$ cat src/rtl/instr_fetch.sv
// Fetch stage: owns the PC, issues ROM reads and hands (pc, instr) pairs to decode.
// A one-entry skid buffer absorbs the registered ROM latency under back-pressure.
module instr_fetch #(
    parameter logic [31:0] RESET_PC = 32'h0000_0000
) (
    input  logic        clk,
    input  logic        rst,
    output logic [31:0] rom_addr,
    output logic [2:0]  rom_size,
    input  logic [31:0] rom_rd,
    input  logic        redirect_valid,
    input  logic [31:0] redirect_pc,
    output logic        out_valid,
    input  logic        out_ready,
    output logic [31:0] out_pc,
    output logic [31:0] out_instr
);

    logic [31:0] fetch_pc;
    logic        pend_v;
    logic [31:0] pend_pc;
    logic        skid_v;
    logic [31:0] skid_pc;
    logic [31:0] skid_instr;
    logic        out_v;
    logic [31:0] out_pc_q;
    logic [31:0] out_instr_q;

    logic issue;
    logic advance;

    assign rom_addr  = fetch_pc;
    assign rom_size  = 3'b010;
    assign out_valid = out_v;
    assign out_pc    = out_pc_q;
    assign out_instr = out_instr_q;

    // Stop issuing whenever a returning word might have nowhere to land.
    assign issue   = !skid_v && !(pend_v && out_v && !out_ready) && !redirect_valid;
    assign advance = !out_v || out_ready;

    always_ff @(posedge clk or posedge rst) begin
        if (rst) begin
            fetch_pc    <= RESET_PC;
            pend_v      <= 1'b0;
            pend_pc     <= 32'h0;
            skid_v      <= 1'b0;
            skid_pc     <= 32'h0;
            skid_instr  <= 32'h0;
            out_v       <= 1'b0;
            out_pc_q    <= 32'h0;
            out_instr_q <= 32'h0;
        end else if (redirect_valid) begin
            pend_v   <= 1'b0;
            skid_v   <= 1'b0;
            out_v    <= 1'b0;
            fetch_pc <= {redirect_pc[31:2], 2'b00};
        end else begin
            pend_v <= issue;
            if (issue) begin
                pend_pc  <= fetch_pc;
                fetch_pc <= fetch_pc + 32'd4;
            end
            if (advance) begin
                if (skid_v) begin
                    out_v       <= 1'b1;
                    out_pc_q    <= skid_pc;
                    out_instr_q <= skid_instr;
                    skid_v      <= pend_v;
                    if (pend_v) begin
                        skid_pc    <= pend_pc;
                        skid_instr <= rom_rd;
                    end
                end else if (pend_v) begin
                    out_v       <= 1'b1;
                    out_pc_q    <= pend_pc;
                    out_instr_q <= rom_rd;
                end else begin
                    out_v <= 1'b0;
                end
            end else if (pend_v) begin
                skid_v     <= 1'b1;
                skid_pc    <= pend_pc;
                skid_instr <= rom_rd;
            end
        end
    end

endmodule

$ cat config.mk
export PLATFORM = sky130hd
export DESIGN_NAME = instr_fetch
export DESIGN_NICKNAME = d
export VERILOG_FILES = /design/src/rtl/instr_fetch.sv
export SDC_FILE = /design/constraint.sdc
export NUM_CORES = 1
export LEC_CHECK = 0
export ABC_AREA = 1
export ABC_CLOCK_PERIOD_IN_PS = 10100
export CAP_MARGIN = 20
export CORE_MARGIN = 2
export CORE_UTILIZATION = 50
export CTS_BUF_LIST = sky130_fd_sc_hd__clkbuf_4
export DETAILED_ROUTE_END_ITERATION = 10
export GPL_TIMING_DRIVEN = 0
export HOLD_SLACK_MARGIN = 0.08
export PLACE_DENSITY = 0.77
export SYNTH_ARGS = -nofsm -noshare
export SYNTH_HDL_FRONTEND = slang
export SYNTH_SLANG_ARGS = --single-unit
$ cat constraint.sdc
create_clock -name clk -period 10.1 [get_ports clk]
set_input_delay 1.515 -clock clk [delete_from_list [all_inputs] [get_ports clk]]
set_output_delay 1.515 -clock clk [all_outputs]
set_load 0.01 [all_outputs]
Yosys cells after proc, flatten, opt, wreduce, memory -nomap -nowiden
Index checks and enable logic that the tools add are counted.
{"block": "op_classes", "reduce_logical": 17, "div_mod_pow": 0, "eq_ne": 1, "muxes": 21, "addsub": 1, "shifts": 0, "bitwise_logic": 1, "n_mul": 0, "n_lt_le_gt_ge": 0}
{"cell": "$mux W32", "n": 12}
{"cell": "$add A32 B3 Y32 const B", "n": 1}
{"cell": "$mux W1", "n": 9}
{"cell": "$reduce_bool A2 Y1", "n": 3}
{"cell": "$logic_not A1 Y1", "n": 5}
{"cell": "$logic_and A1 B1 Y1", "n": 4}
{"cell": "$reduce_and A2 Y1", "n": 2}
{"cell": "$reduce_and A3 Y1", "n": 1}
{"cell": "$reduce_bool A3 Y1", "n": 1}
{"cell": "$ne A2 B2 Y1 const B", "n": 1}
{"cell": "$logic_or A1 B1 Y1", "n": 1}
{"cell": "$not A1 Y1", "n": 1}
{"block": "word_totals", "input_bits": 68, "ramBits": 0, "elab_cells": 50, "mem_count": 0, "latchBits": 0, "regBits": 195, "out_inout_bits": 100, "romBits": 0}

Longest topological paths before layout
Gate-level depths: netlist (run 1).
{"block": "depth", "word_depth": 7, "ltp_mapped": 10, "depth_no_buf": 10}

Worst setup path after synthesis (run 1)
No wires, ideal clock.
{"block": "synth_path", "kind": "input-to-reg", "from": "input port redirect_valid", "to": "register skid_instr[23]", "setup_time_ns": 0.130, "path_slack_ns": 7.598, "required_ns": 9.970, "arrival_time_ns": 2.372, "cell_stages": 7, "n_path_buf": 3, "path_cell_list": "buf_4 > inv_2 > nand3_2 > buf_2 > buf_2 > nand2_1 > o21ai_0"}
{"block": "synth_via", "elab_chain_cells": 2}
{"element": "from (decl)", "line": "11", "rtl": "input logic redirect_valid,"}
{"element": "$not A1 Y1 (no line)"}
{"element": "$reduce_and A2 Y1 (no line)"}
{"element": "to (signal assigned)", "line": "72", "rtl": "skid_instr <= rom_rd;"}
{"element": "to (signal assigned)", "line": "84", "rtl": "skid_instr <= rom_rd;"}
{"element": "to (decl)", "line": "24", "rtl": "logic [31:0] skid_instr;"}
No other way between the ends.
A chain may end at the register's enable or synchronous reset.

Final worst setup path (run 1)
{"block": "layout_path", "from": "register fetch_pc[10] (netlist: rom_addr[10])", "to": "output port rom_addr[10]"}
{"element": "from (decl)", "line": "19", "rtl": "logic [31:0] fetch_pc;"}
{"element": "from (signal assigned)", "line": "57", "rtl": "fetch_pc <= {redirect_pc[31:2], 2'b00};"}
{"element": "from (signal assigned)", "line": "62", "rtl": "fetch_pc <= fetch_pc + 32'd4;"}
{"element": "to (decl)", "line": "8", "rtl": "output logic [31:0] rom_addr,"}
No word-level cell between the ends.

==> results.toml, run 1 <==
[run_status]
status = "completed"

[global_routing]
track_usage = 0.251
grt_max_degree = 129
grt_overflow = 0
antenna_found_initial = 1
grt_pass1_vias = 7142
grt_pass1_wl_mm = 35.8

[worst_setup_path]
worst-path-max-fanout = 6
path_class = "reg2out"
crit_family = "buffers and inverters"
startpoint_type = "flop"
critPathBufInv = 1
cpPeakStageDelay_ns = 0.59
path_cells = "clkdlybuf4s50_1"
cp_slowest_cell = "clkdlybuf4s50_1"
worstPathRequired_ns = 8.59
worst_setup_path_end_kind = "output port"
critPathArrivalTime_ns = 1.72

[clock_network]
cts_root_buf = "clkbuf_4"
cts_hold_buf = 0
cts_tree = "yes"
cts_buffer_depth = 2
cts_setup_buffers = 0
cts.clk_slew.worst_paths_ns = 0.15
cts_sinks = 187
htreeDepth = 4
numCtsBuffers = 17
cts_resized = 0
clk_latency_ns = 0.61

[power]
swShare = 0.313
p_leak_nw = 5.29
power_frac_seq = 0.516
p_comb_frac = 0.260
clkPwrFrac = 0.224
p_switching_uw = 623
vdd_drop_max_mv = 0.0782
internal-power_mw = 1.37
p_per_area_mw_per_mm2 = 183

[timing]
period_needed_ns = 3.23
rsz0062_at_grt = "no"
skew_ns = 0.0152
hold_viol = 0
finalSetupViolations = 0
slew_headroom = 0.541
fin_crit_sh = 0.320
hold_ws_ns = 0.494
fin_tns_setup_ns = 0
fmax_ghz = 0.310
worstMarginPinSlew_ns = 0.689
slew_violations = 0

[detailed_routing]
drc = 0
wl_per_cell_um = 14.7
viasPerCell = 5.10
drt_wl_total_mm = 22.3
drtAntennaViolNets = 0
first_iter_violations = 475
vias = 7727
dr.pass1.iters = 7

[logic_synthesis]
synth.area.top_cells = "dfrtp_1 (54%), nand2_1 (16%), o21ai_0 (9.9%)"
synthArstFlopShare = 1.00
ys_seq_area_frac = 0.541
ys_ff_latch = 187
syn_area_per_cell_um2 = 7.90
syn_area_mm2 = 0.00865
yosys_warnings = 0
synth.top_cell.area_share = 0.541
netlist_instances = 1095
ys_types = 30
synth-edff-count = 0
synth_ff_type = "dfrtp_1"
synth.largest_area_cell = "dfrtp_1"

[floorplanning]
floorplan.initialDensity = 0.506
rows = 48
core_area_mm2 = 0.0171
io_pins = 168
fp.dieH_um = 136
die_x_um = 136
dieArea_mm2 = 0.0184

[worst_hold_path]
min_path_type = "reg2reg"

[cells_and_area]
area_growth_syn_to_layout_pct = 25.6
finalNetCount = 1346
layout-drive-gt1-share = 0.0667

[job]
maxCapViolations = 0

[place]
gp_congestion = 0.856
io_buffers = 157
hpwl_mm = 16.3
==> power groups by stage <==
stage,registers (mW),clock network [mW],logic (mW)
floorplan,1.05,0,0.239
global placement,1.04,0,0.504
detailed placement,1.04,0,0.519
CTS,1.03,0.448,0.521
global route,1.05,0.480,0.581
finish,1.03,0.447,0.517
==> cells in the mapped netlist (3+ instances only) <==
master and count:
a21oi_1 16, buf_2 24, buf_4 9, clkbuf_1 29, dfrtp_1 187, inv_1 107, inv_2 5, nand2_1 360
nand2_2 4, nand3_1 32, nand4_1 3, nor2_1 53, nor2_2 6, o211ai_1 8, o21ai_0 171, o21ai_1 61
==> stage by stage <==
stage	util	cells	instance area (um2)	total power, mW	setup WS, ns
final	0.635	1515	10900	1.99	6.87
after global routing	0.635	1515	10900	2.11	6.79
after CTS	0.635	1514	10900	2.00	6.87
after detailed placement	0.617	1483	10600	1.56	6.79
after global placement	0.615	1482	10500	1.54	1.10
after floorplan	-	1100	8670	1.29	3.50
==> area by class of cell <==
type	count	area, um2
Fill cell	1562	6250
Clock inverter	14	178
Sequential cell	187	4680
Tap cell	225	282
Buffer	64	319
Inverter	112	428
Clock buffer	17	128
Multi-Input combinational cell	737	3250
Antenna cell	1	2.50
Timing Repair Buffer	158	1600
==> final timing paths <==
kind                       slack (ns)            end          from  depth (start not counted)
max in group asynchronous        7.87  out_instr[31]           rst                          3
max reg2reg                      8.31   rom_addr[24]   rom_addr[3]                         10
min reg2reg                      0.49    skid_pc[11]   skid_pc[11]                          2
min in group asynchronous        1.31    rom_addr[7]           rst                          2
min                              0.49    skid_pc[11]   skid_pc[11]                          2
max                              6.87   rom_addr[10]  rom_addr[10]                          1
==> metal layers <==
layer  routed length [um]  up-vias  GRT usage
li1                     -     3830          -
met1                10200     3562      0.360
met2                10200      296      0.394
met3                 1450       39     0.0378
met4                  417        0     0.0845
met5                    0        -          0
==> cell usage in the layout, fill, tap and decap left out, drive strengths merged <==
master / synthesis / routed
diode: 0 / 1
o22ai: 1 / 1
clkbuf: 29 / 46
nand2: 365 / 365
nor3: 2 / 2
nand4: 3 / 3
o21ai: 234 / 234
xor2: 1 / 1
a21oi: 17 / 17
ha: 1 / 1
clkinv: 0 / 7
a31oi: 1 / 1
o211ai: 8 / 8
xnor2: 1 / 1
and2: 2 / 2
clkinvlp: 0 / 2
buf: 35 / 36
dfrtp: 187 / 187
inv: 112 / 113
bufinv: 0 / 4
nor2: 61 / 61
nand3: 33 / 33
clkdlybuf4s50: 0 / 157
conb: 2 / 7
==> flip-flops by register name (all words and copies together) (netlist names) <==
signal and count:
out_valid 1, pend_pc 30, out_instr 32, skid_instr 32, pend_v 1, skid_v 1, out_pc 30, skid_pc 30
rom_addr 30
==> tightest hold or removal path, stage by stage (launching register included) <==
cell	delay [ns]
dfrtp_1	0.36
nand2_1	0.05
o21ai_0	0.05
==> logic make-up (layout without fill, tap and decap cells) <==
family | count (synthesis) | in the layout | share of synthesized area
AO/OA/AOI/OAI | 261 | 261 | 0.155
XOR/XNOR | 2 | 2 | 0.00202
adder cells (fa/ha/maj) | 1 | 1 | 0.00145
buffers and inverters | 176 | 365 | 0.0854
flip-flops | 187 | 187 | 0.541
other | 2 | 8 | 0.000868
AND/OR/NAND/NOR | 466 | 466 | 0.215
No activity file was read; power rests on OpenSTA's default activity.
==> inputs of run 2 (changes only) <==
--- a/config.mk
+++ b/config.mk
@@ -6,15 +6,15 @@
 export NUM_CORES = 1
 export LEC_CHECK = 0
 export ABC_AREA = 1
-export ABC_CLOCK_PERIOD_IN_PS = 10100
+export ABC_CLOCK_PERIOD_IN_PS = 2750
 export CAP_MARGIN = 20
 export CORE_MARGIN = 2
-export CORE_UTILIZATION = 50
+export CORE_UTILIZATION = 49
 export CTS_BUF_LIST = sky130_fd_sc_hd__clkbuf_4
 export DETAILED_ROUTE_END_ITERATION = 10
 export GPL_TIMING_DRIVEN = 0
 export HOLD_SLACK_MARGIN = 0.08
-export PLACE_DENSITY = 0.77
+export PLACE_DENSITY = 0.79
 export SYNTH_ARGS = -nofsm -noshare
 export SYNTH_HDL_FRONTEND = slang
 export SYNTH_SLANG_ARGS = --single-unit
==> constraint.sdc (replaced) <==
create_clock -name clk -period 2.75 [get_ports clk]
set_input_delay 0.4125 -clock clk [delete_from_list [all_inputs] [get_ports clk]]
set_output_delay 0.4125 -clock clk [all_outputs]
set_load 0.01 [all_outputs]
==> results.toml, run 2 (synthesized netlist as in run 1, its figures left out) <==
[timing]
slew_violations = 0
skew_ns = 0.0175
fin_tns_setup_ns = 0
fin_crit_sh = 0.768
period_needed_ns = 2.11
hold_viol = 0
rsz0062_at_grt = "no"
worstMarginPinSlew_ns = 0.691
slew_headroom = 0.539
finalSetupViolations = 0
fmax_ghz = 0.473

[detailed_routing]
drt_wl_total_mm = 22.7
drc = 0
dr.pass1.iters = 5
wl_per_cell_um = 14.9
vias = 7751
drtAntennaViolNets = 0
first_iter_violations = 498
viasPerCell = 5.10

[place]
io_buffers = 157
post_dp_cell_area_mm2 = 0.0106
hpwl_mm = 16.9
gp_congestion = 0.889
post-place-cells = 1486

[worst_setup_path]
worstPathRequired_ns = 2.34
cp_slowest_cell = "clkdlybuf4s50_1"
path_cells = "clkdlybuf4s50_1"
critPathArrivalTime_ns = 1.70
crit_family = "buffers and inverters"
path_class = "reg2out"
worst-path-max-fanout = 6
cpPeakStageDelay_ns = 0.60
startpoint_type = "flop"
worst_setup_path_end_kind = "output port"
critPathBufInv = 1

[clock_network]
htreeDepth = 4
cts_hold_buf = 0
cts_root_buf = "clkbuf_4"
cts_buffer_depth = 2
cts_setup_buffers = 0
cts_tree = "yes"
cts_sinks = 187
cts_resized = 0
clk_latency_ns = 0.58
numCtsBuffers = 17
cts.clk_slew.worst_paths_ns = 0.16

[job]
maxCapViolations = 0

[global_routing]
antenna_found_initial = 1
grt_overflow = 0
grt_pass1_wl_mm = 36.5
track_usage = 0.251
grt_pass1_vias = 7271
grt_max_degree = 44

[worst_hold_path]
min_path_type = "in2async"

[floorplanning]
io_pins = 168
core_area_mm2 = 0.0173
dieArea_mm2 = 0.0187
rows = 48
floorplan.initialDensity = 0.500
die_x_um = 137
fp.dieH_um = 137

[cells_and_area]
fin_area_mm2 = 0.0109
layout-drive-gt1-share = 0.0727
finalCoreUtilization = 0.632
mostFrequentLayoutCell = "nand2_1"
mostFrequentLayoutCells = "nand2_1 (360), dfrtp_1 (187), o21ai_0 (171)"
finalNetCount = 1349
stdcell_count = 1519
area_growth_syn_to_layout_pct = 26.2

[run_status]
status = "completed"

[power]
p_leak_nw = 5.30
vdd_drop_max_mv = 0.295
p_per_area_mw_per_mm2 = 669
==> run 2: changes by cell type in the layout (fill, tap and decap cells not counted), sizes merged <==
cell and change:
bufinv -1, buf +3, clkinvlp +4, clkbuf +2, clkinv -4
==> run 2: final cells by class <==
cell class / instances / area (um2)
Fill cell: 1547 / 6370
Sequential cell: 187 / 4680
Multi-Input combinational cell: 737 / 3250
Timing Repair Buffer: 161 / 1650
Inverter: 112 / 424
Buffer: 64 / 319
Tap cell: 225 / 282
Clock inverter: 13 / 168
Clock buffer: 19 / 143
Antenna cell: 1 / 2.50
==> run 2: worst paths after layout <==
check | start | endpoint | slack (ns) | cells past startpoint
min | rst | skid_instr[22] | 0.23 | 2
min reg2reg | skid_pc[15] | skid_pc[15] | 0.50 | 2
max in group asynchronous | rst | skid_pc[30] | 1.61 | 4
max reg2reg | skid_v | out_valid | 0.94 | 6
min in group clk | redirect_valid | rom_addr[14] | 0.25 | 5
max | rom_addr[10] | rom_addr[10] | 0.64 | 1
==> run 2: metrics by stage <==
step	hold WS, ns	setup slack (ns)	power (mW)
CTS	0.221	0.625	7.34
floorplan	0.448	-0.0690	4.75
global route	0.242	0.572	7.76
global placement	0.460	-1.50	5.66
finish	0.226	0.637	7.31
detailed placement	0.468	0.522	5.75
==> run 2: power breakdown <==
part	switching (mW)	internal, mW	leakage (nW)
Combinational	0.976	0.942	2.83
Sequential	0.402	3.38	2.32
Clock	0.954	0.656	0.152
==> run 2: layer usage <==
| metal | global-route usage | routed length, um |
|---|---|---|
| met1 | 0.347 | 10200 |
| met2 | 0.414 | 10500 |
| met3 | 0.0370 | 1450 |
| met4 | 0.0767 | 477 |
| met5 | 0 | 0 |
